[config.mk]
export PLATFORM = sky130hd
export DESIGN_NAME = bcd_scan_driver
export DESIGN_NICKNAME = d
export VERILOG_FILES = /design/src/rtl/seg_pkg.sv /design/src/rtl/bin2bcd_seq.sv /design/src/rtl/bcd_scan_driver.sv
export SDC_FILE = /design/constraint.sdc
export NUM_CORES = 1
export LEC_CHECK = 0
export ABC_AREA = 1
export CORE_MARGIN = 3
export CORE_UTILIZATION = 55
export CTS_CLUSTER_SIZE = 28
export DETAILED_ROUTE_END_ITERATION = 8
export GPL_TIMING_DRIVEN = 0
export PLACE_DENSITY = 0.75
export SLEW_MARGIN = 20
export SYNTH_ARGS = -nofsm -noshare
export SYNTH_HDL_FRONTEND = slang
export SYNTH_SLANG_ARGS = --single-unit
[constraint.sdc]
create_clock -name clk -period 1.8 [get_ports clk]
set_clock_uncertainty 0.05 [all_clocks]
set_input_delay 0.36 -clock clk [delete_from_list [all_inputs] [get_ports clk]]
set_output_delay 0.36 -clock clk [all_outputs]
set_load 0.05 [all_outputs]
[src/rtl/seg_pkg.sv]
// Shared types and constants for the BCD scan display driver.
package seg_pkg;

  localparam int unsigned DIGIT_W   = 4;
  localparam int unsigned MAX_SHOWN = 999;

  localparam logic [DIGIT_W-1:0] CODE_BLANK = 4'd14;
  localparam logic [DIGIT_W-1:0] CODE_MINUS = 4'd15;

  typedef enum logic [1:0] {
    IDLE   = 2'd0,
    CONV   = 2'd1,
    COMMIT = 2'd2
  } state_e;

  // Atomically committed display contents.
  typedef struct packed {
    logic               ovf;
    logic               neg;
    logic [DIGIT_W-1:0] hund;
    logic [DIGIT_W-1:0] tens;
    logic [DIGIT_W-1:0] units;
  } disp_t;

  function automatic logic [DIGIT_W-1:0] add3(input logic [DIGIT_W-1:0] d);
    return (d >= 4'd5) ? d + 4'd3 : d;
  endfunction

endpackage

[src/rtl/bin2bcd_seq.sv]
// Sequential shift-add-3 binary to BCD converter, one magnitude bit per clock.
// done is high during the clock in which the final shift is performed.
module bin2bcd_seq
  import seg_pkg::*;
#(
  parameter int unsigned VAL_W = 11
) (
  input  logic               clk,
  input  logic               rst,
  input  logic               start,
  input  logic [VAL_W-1:0]   magnitude,
  output logic               done,
  output logic [DIGIT_W-1:0] bcd_units,
  output logic [DIGIT_W-1:0] bcd_tens,
  output logic [DIGIT_W-1:0] bcd_hund
);

  localparam int unsigned CNT_W = $clog2(VAL_W + 1);
  localparam int unsigned BCD_W = 3 * DIGIT_W;

  logic [VAL_W-1:0] sr_q, sr_d;
  logic [BCD_W-1:0] bcd_q, bcd_d, adj_c;
  logic [CNT_W-1:0] cnt_q, cnt_d;
  logic             run_q, run_d;
  logic             done_q, done_d;

  always_comb begin
    sr_d   = sr_q;
    bcd_d  = bcd_q;
    cnt_d  = cnt_q;
    run_d  = run_q;
    done_d = 1'b0;
    adj_c  = {add3(bcd_q[11:8]), add3(bcd_q[7:4]), add3(bcd_q[3:0])};
    if (start) begin
      sr_d  = magnitude;
      bcd_d = '0;
      cnt_d = '0;
      run_d = 1'b1;
    end else if (run_q) begin
      bcd_d  = BCD_W'({adj_c, sr_q[VAL_W-1]});
      sr_d   = VAL_W'({sr_q, 1'b0});
      cnt_d  = cnt_q + CNT_W'(1);
      // Flag one clock ahead so the controller leaves CONV on the last shift.
      done_d = (cnt_q == CNT_W'(VAL_W - 2));
      if (cnt_q == CNT_W'(VAL_W - 1)) run_d = 1'b0;
    end
  end

  always_ff @(posedge clk) begin
    if (rst) begin
      sr_q   <= '0;
      bcd_q  <= '0;
      cnt_q  <= '0;
      run_q  <= 1'b0;
      done_q <= 1'b0;
    end else begin
      sr_q   <= sr_d;
      bcd_q  <= bcd_d;
      cnt_q  <= cnt_d;
      run_q  <= run_d;
      done_q <= done_d;
    end
  end

  assign done      = done_q;
  assign bcd_units = bcd_q[3:0];
  assign bcd_tens  = bcd_q[7:4];
  assign bcd_hund  = bcd_q[11:8];

endmodule

[src/rtl/bcd_scan_driver.sv]
// Signed value to 4-position multiplexed digit-code driver with scan refresh.
// Optional LEADING_ZERO_BLANK_EN blanks leading zero hundreds/tens digits.
module bcd_scan_driver
  import seg_pkg::*;
#(
  parameter int unsigned REFRESH_DIV = 100000,
  parameter int unsigned VAL_W       = 11
) (
  input  logic               clk,
  input  logic               rst,
  input  logic [VAL_W-1:0]   value,
  input  logic               load,
  output logic               busy,
  output logic [1:0]         en,
  output logic [DIGIT_W-1:0] num
);

  localparam int unsigned RC_W = (REFRESH_DIV > 1) ? $clog2(REFRESH_DIV) : 1;

  state_e           state_q, state_d;
  logic             busy_q, busy_d;
  logic             neg_cap_q, neg_cap_d;
  logic             ovf_cap_q, ovf_cap_d;
  disp_t            disp_q, disp_d;
  logic [RC_W-1:0]  rc_q, rc_d;
  logic [1:0]       en_q, en_d;
  logic [VAL_W-1:0] mag_c;
  logic             start_c;
  logic             conv_done;
  logic [DIGIT_W-1:0] conv_units, conv_tens, conv_hund;

  assign mag_c = value[VAL_W-1] ? (~value) + VAL_W'(1) : value;

  bin2bcd_seq #(.VAL_W(VAL_W)) u_conv (
    .clk       (clk),
    .rst       (rst),
    .start     (start_c),
    .magnitude (mag_c),
    .done      (conv_done),
    .bcd_units (conv_units),
    .bcd_tens  (conv_tens),
    .bcd_hund  (conv_hund)
  );

  // Conversion control; the display only changes in COMMIT.
  always_comb begin
    state_d   = state_q;
    busy_d    = busy_q;
    neg_cap_d = neg_cap_q;
    ovf_cap_d = ovf_cap_q;
    disp_d    = disp_q;
    start_c   = 1'b0;
    case (state_q)
      IDLE: begin
        if (load) begin
          start_c   = 1'b1;
          neg_cap_d = value[VAL_W-1] && (mag_c != '0);
          ovf_cap_d = 32'(mag_c) > 32'(MAX_SHOWN);
          busy_d    = 1'b1;
          state_d   = CONV;
        end
      end
      CONV: begin
        if (conv_done) state_d = COMMIT;
      end
      COMMIT: begin
        disp_d.ovf   = ovf_cap_q;
        disp_d.neg   = neg_cap_q;
        disp_d.hund  = conv_hund;
        disp_d.tens  = conv_tens;
        disp_d.units = conv_units;
        busy_d       = 1'b0;
        state_d      = IDLE;
      end
      default: begin
        busy_d  = 1'b0;
        state_d = IDLE;
      end
    endcase
  end

  // Free-running scan, independent of conversions.
  always_comb begin
    rc_d = rc_q + RC_W'(1);
    en_d = en_q;
    if (rc_q == RC_W'(REFRESH_DIV - 1)) begin
      rc_d = '0;
      en_d = en_q + 2'd1;
    end
  end

  always_ff @(posedge clk) begin
    if (rst) begin
      state_q   <= IDLE;
      busy_q    <= 1'b0;
      neg_cap_q <= 1'b0;
      ovf_cap_q <= 1'b0;
      disp_q    <= '0;
      rc_q      <= '0;
      en_q      <= 2'd0;
    end else begin
      state_q   <= state_d;
      busy_q    <= busy_d;
      neg_cap_q <= neg_cap_d;
      ovf_cap_q <= ovf_cap_d;
      disp_q    <= disp_d;
      rc_q      <= rc_d;
      en_q      <= en_d;
    end
  end

  always_comb begin
    num = disp_q.units;
    if (disp_q.ovf) begin
      num = CODE_MINUS;
    end else begin
      case (en_q)
        2'd0: num = disp_q.units;
`ifdef LEADING_ZERO_BLANK_EN
        2'd1: num = (disp_q.hund == '0 && disp_q.tens == '0) ? CODE_BLANK : disp_q.tens;
        2'd2: num = (disp_q.hund == '0) ? CODE_BLANK : disp_q.hund;
`else
        2'd1: num = disp_q.tens;
        2'd2: num = disp_q.hund;
`endif
        default: num = disp_q.neg ? CODE_MINUS : CODE_BLANK;
      endcase
    end
  end

  assign busy = busy_q;
  assign en   = en_q;

endmodule

Word-level counts from Yosys, hierarchy flattened. Index checks and enable logic that the tools add are counted.

$add $sub $neg: 7. Multipliers: 0. Divide/modulo/power cells: 0. Magnitude comparators: 4. Eq/ne operators: 9. Shift-type cells: 0. Mux-type cells: 19. Bitwise logic cells: 3. Reductions and logical operators: 11.

Operator list (number): two-way mux 11 bit (3); adder 17 x 1 -> 17 bit, second input constant (1); equality test 17 bit, second input constant (1); >= comparator 4 x 3 -> 1 bit, second input constant (3); two-way mux 4 bit (3); one-hot mux 4 bit (3 select lines) (1); adder 11 x 1 -> 11 bit, second input constant (1); > comparator 11 x 10 -> 1 bit, second input constant (1); NOT 11 bit (1); nonzero test 11 bit (1); adder 4 x 2 -> 4 bit, second input constant (2); equality test 4 bit, second input constant (2); two-way mux 1 bit (7); AND reduction 2 bit (3); adder 4 x 1 -> 4 bit, second input constant (1); equality test 2 x 1 -> 1 bit, second input constant (2); equality test 2 bit, second input constant (2); logical NOT 2 bit (2); two-way mux 2 bit (2); one-hot mux 2 bit (2 select lines) (1); OR reduction 2 bit (2); adder 3 x 2 -> 3 bit, second input constant (1); two-way mux 3 bit (1); OR reduction 3 bit (1); 7 further kinds (8).

Bits in registers: 67. Bits in latches: 0. RAM bits: 0. Bits in read-only memories: 0. Output and inout bits: 7. Memories: 0.

Longest topological paths before layout.
Depth in word-level cells: 5. Mapped depth: 13. Mapped depth without buffers: 13.

Modules after synthesis. Synthesis repeated with hierarchy kept, for this count alone.

Cell total of the unflattened synthesis: 495. Area total of the unflattened synthesis: 3493.4 sq um.

Modules (own cells, without submodules): bcd_scan_driver (instances 1, cells an instance 300, area each 2053.2 sq um, seq. area each 760.7 sq um); bin2bcd_seq (instances 1, cells an instance 195, area each 1440.1 sq um, seq. area each 580.6 sq um).

Worst setup path before layout. Ideal clock, no wire load.

Kind: register -> output. Start: register en_q[0] (netlist: en[0]). End: output port num[0]. Data arrival time: 2.278 ns. Setup slack: -0.888 ns. Stages on the path, launching flop included: 5. Path buffers: 0. Path through: dfxtp_1 ha_1 nand2_1 and3_1 o21ai_0.

Word-level cells in the longest chain between the ends: 3.

Ends and longest elaborated chain: start: declaration (RTL line bcd_scan_driver.sv:26) `logic [1:0] en_q, en_d;`; start signal: assignment (RTL line bcd_scan_driver.sv:108) `en_q <= en_d;`; equality test 2 bit, or another cell as far along (RTL line bcd_scan_driver.sv:117) `case (en_q)`; one-hot mux 4 bit (3 select lines) * (RTL line bcd_scan_driver.sv:117); two-way mux 4 bit * (RTL line bcd_scan_driver.sv:114) `if (disp_q.ovf) begin`; end: declaration (RTL line bcd_scan_driver.sv:15) `output logic [DIGIT_W-1:0] num`.

Mark *: on every way between the ends. The rest lies on a longest branch, timed or not.

Final worst setup path.
Start: register en_q[1] (netlist: en[1]). End: output port num[0].

The elaborated chain is that of the path after synthesis.

==> flow_metrics.env <==
export IMPL_first_global_vias=2901
export IMPL_cts_buffer_depth=2
export IMPL_grt_max_degree=12
export IMPL_initial_core_util=0.571
export IMPL_clk_pin_slew_ns=0.07
export IMPL_layout_setup_ws_ns=-0.0675
export IMPL_dp_hpwl_mm=5.17
export IMPL_clockRootBuffer="clkbuf_8"
export IMPL_finalSetupViolCount=4
export IMPL_r2r_start="rc_q[9]"
export IMPL_ir_drop_v=0.000642
export IMPL_drive_above_1_share=0.127
export IMPL_yosysUniqueCellTypes=36
export IMPL_die_h_um=84.7
export IMPL_cts_tree="yes"
export IMPL_syn_inst=487
export IMPL_cp_arrival_ns=1.46
export IMPL_hold_class="input port to register"
export IMPL_fmax_mhz=535
export IMPL_critPathMaxStageDelay_ns=0.38
export IMPL_gr_total_overflow=0
export IMPL_setup_tns_ns=-0.149
export IMPL_ioPinCount=21
export IMPL_cp_cell_sequence="inv_4 -> ha_4 -> nand2_1 -> and3_4 -> o21ai_4 -> buf_6"
export IMPL_cts_hold_buf=0
export IMPL_clk_latency_ns=0.35
export IMPL_setup_worst_path_start="en[1]"
export IMPL_multi_input_area_um2=1840
export IMPL_setup_worst_path_end_class="output port"
export IMPL_crit_path_top_delay_cell="dfxtp_4"
export IMPL_syn_num_nets=516
export IMPL_cts_num_sinks=67
export IMPL_crit_type="register to output port"
export IMPL_syn2layout_area_growth_pct=19.8
export IMPL_drv_slew=0
export IMPL_antenna_found_initial=0
export IMPL_grtUsageTotal=0.217
export IMPL_whs_ns=0.319
export IMPL_fp_coreArea_um2=5960
export IMPL_drc_errors=0
export IMPL_fin_crit_sh=1.04
export IMPL_drt_iter0_drc=184
export IMPL_slew_headroom=0.672
export IMPL_timing_max_cap_violations=0
export IMPL_finalCoreUtilization=0.684
export IMPL_p_leak_uw=0.00182
export IMPL_gp_congestion=0.856
export IMPL_postRouteAntennaNets=0
export IMPL_cts_buffers=9
export IMPL_syn_cell_area_um2=3400
export IMPL_fp_dieW_um=84.7
export IMPL_std_cell_rows=28
export IMPL_outcome="finished with violations"
export IMPL_wire_per_inst_um=12.2
export IMPL_antenna_cells=0
export IMPL_drt_wl_total_mm=7.38
export IMPL_post_place_ws_ns=-0.444
export IMPL_cellPowerDensity_nw_per_um2=803
export IMPL_seq_area_frac_synth=0.394
export IMPL_rsz0062_at_grt="true"
export IMPL_ys_warnings_count=0
export IMPL_violations="setup timing"
export IMPL_hold_violations=0
export IMPL_grt_pass1_wl_mm=12.7
export IMPL_portBuffers=19
export IMPL_worstSetupStartpointType="register"
export IMPL_drtPass1Iterations=5
export IMPL_worst_slew_pin_slew_ns=0.490
export IMPL_vias=3141
export IMPL_htree_levels=3
export IMPL_final_cell_mix="nand2_1 (104), dfxtp_1 (65), inv_1 (61)"
export IMPL_layout_nets=552
export IMPL_avgViaCountPerCell=5.21
export IMPL_synth_area_per_cell_um2=6.99
export IMPL_dieArea_um2=7170
export IMPL_critPathRequiredTime_ns=1.39
export IMPL_period_needed_ns=1.87
export IMPL_seq_area_um2=1350
export IMPL_critical_path_peak_fanout=5
export IMPL_fillerInstances=527
export IMPL_ys_ff_latch=67
export IMPL_final_common_cell="nand2_1"
export IMPL_hold_start="value[0]"
cells in the mapped netlist:
| cell | number | share of area |
|---|---|---|
| and3_1 | 1 | 0.0018 |
| buf_6 | 1 | 0.0033 |
| nor2_4 | 1 | 0.0033 |
| nand3_2 | 1 | 0.0029 |
| nand4_1 | 8 | 0.015 |
| dfxtp_1 | 67 | 0.39 |
| a311oi_1 | 1 | 0.0026 |
| mux2i_1 | 1 | 0.0029 |
| nor3_1 | 5 | 0.0074 |
| clkbuf_1 | 7 | 0.0077 |
| clkinv_2 | 1 | 0.0015 |
| o41ai_1 | 1 | 0.0026 |
| o21ai_1 | 1 | 0.0015 |
| ha_1 | 15 | 0.055 |
| buf_2 | 4 | 0.0059 |
| a31oi_1 | 6 | 0.011 |
| inv_2 | 1 | 0.0011 |
| nor4_4 | 1 | 0.0062 |
| nor3_2 | 1 | 0.0029 |
| nor2_2 | 4 | 0.0074 |
| or2_2 | 2 | 0.0037 |
| o21ai_0 | 33 | 0.049 |
| buf_1 | 1 | 0.0011 |
| nand3_1 | 29 | 0.043 |
| nor4_1 | 2 | 0.0037 |
| clkinv_1 | 2 | 0.0022 |
| nand2_1 | 109 | 0.12 |
| xnor2_1 | 1 | 0.0026 |
| o32ai_1 | 4 | 0.010 |
| nand2_2 | 4 | 0.0074 |
| xor2_1 | 12 | 0.031 |
| a221oi_1 | 1 | 0.0026 |
| o22ai_1 | 1 | 0.0018 |
| a21oi_1 | 33 | 0.049 |
| nor2_1 | 61 | 0.067 |
| inv_1 | 64 | 0.071 |
critical path: cells and delay by family (launching register included):
kind / cells / cell delay [ns]
flops: 1 / 0.38
fa+ha+maj: 1 / 0.13
compound gates: 1 / 0.12
buf+inv: 2 / 0.25
simple gates: 2 / 0.24
per-layer routing:
metal / up-vias / GRT usage / wire (um)
li1: 1631 / - / -
met1: 1426 / 0.290 / 3490
met2: 71 / 0.342 / 3390
met3: 13 / 0.0461 / 364
met4: 0 / 0.0849 / 134
met5: - / 0 / 0
timing repair:
item / CTS / global route
pin swaps: 1 / 11
gates resized for setup: 36 / 26
gates cloned: 0 / 0
setup endpoints to repair: 7 / 17
setup buffers: 2 / 4
area by class of cell:
| type | count | share of cell area |
|---|---|---|
| multi-input cells | 339 | 0.451 |
| flip-flops and latches | 67 | 0.331 |
| inverters | 68 | 0.0641 |
| repair buffers | 25 | 0.0602 |
| clock buffers | 12 | 0.0381 |
| well taps | 75 | 0.0230 |
| clock inverters | 4 | 0.0178 |
| plain buffers | 13 | 0.0150 |
power breakdown:
part	switching (uW)	internal, uW	leakage [uW]
logic	195	106	0.00116
clock network	578	854	0.000113
registers	22.7	1520	0.000545
cells by family after synthesis:
kind of cell / after synthesis / synth area share
xor gates and xnor gates: 13 / 0.0335
and+or+nand+nor: 229 / 0.292
AOI/OAI and AO/OA: 81 / 0.129
buffers and inverters: 81 / 0.0934
adders and majority gates: 15 / 0.0551
DFF: 67 / 0.394
muxes: 1 / 0.00294
path summary, 6_finish.rpt:
path	endpoint	slack, ns	depth (start not counted)
min	u_conv.sr_q[0]	0.32	3
min reg2reg	rc_q[0]	0.39	1
max reg2reg	en[1]	0.15	7
max	num[0]	-0.07	6
flip-flops by register name, summed over array words and instances, names as in the netlist, 2 cells and up:
| name | flops |
|---|---|
| u_conv.bcd_q | 12 |
| u_conv.cnt_q | 4 |
| en | 2 |
| rc_q | 17 |
| disp_q | 14 |
| state_q | 2 |
| u_conv.sr_q | 11 |
stage by stage:
stage	total power [uW]	cells	area [um^2]
after floorplan	1770	487	3420
after global placement	1860	581	3700
after detailed placement	1870	581	3700
after CTS	3290	599	3970
after global routing	3410	603	4080
final	3270	603	4080
Note: power is estimated with default switching activity, not from simulation.
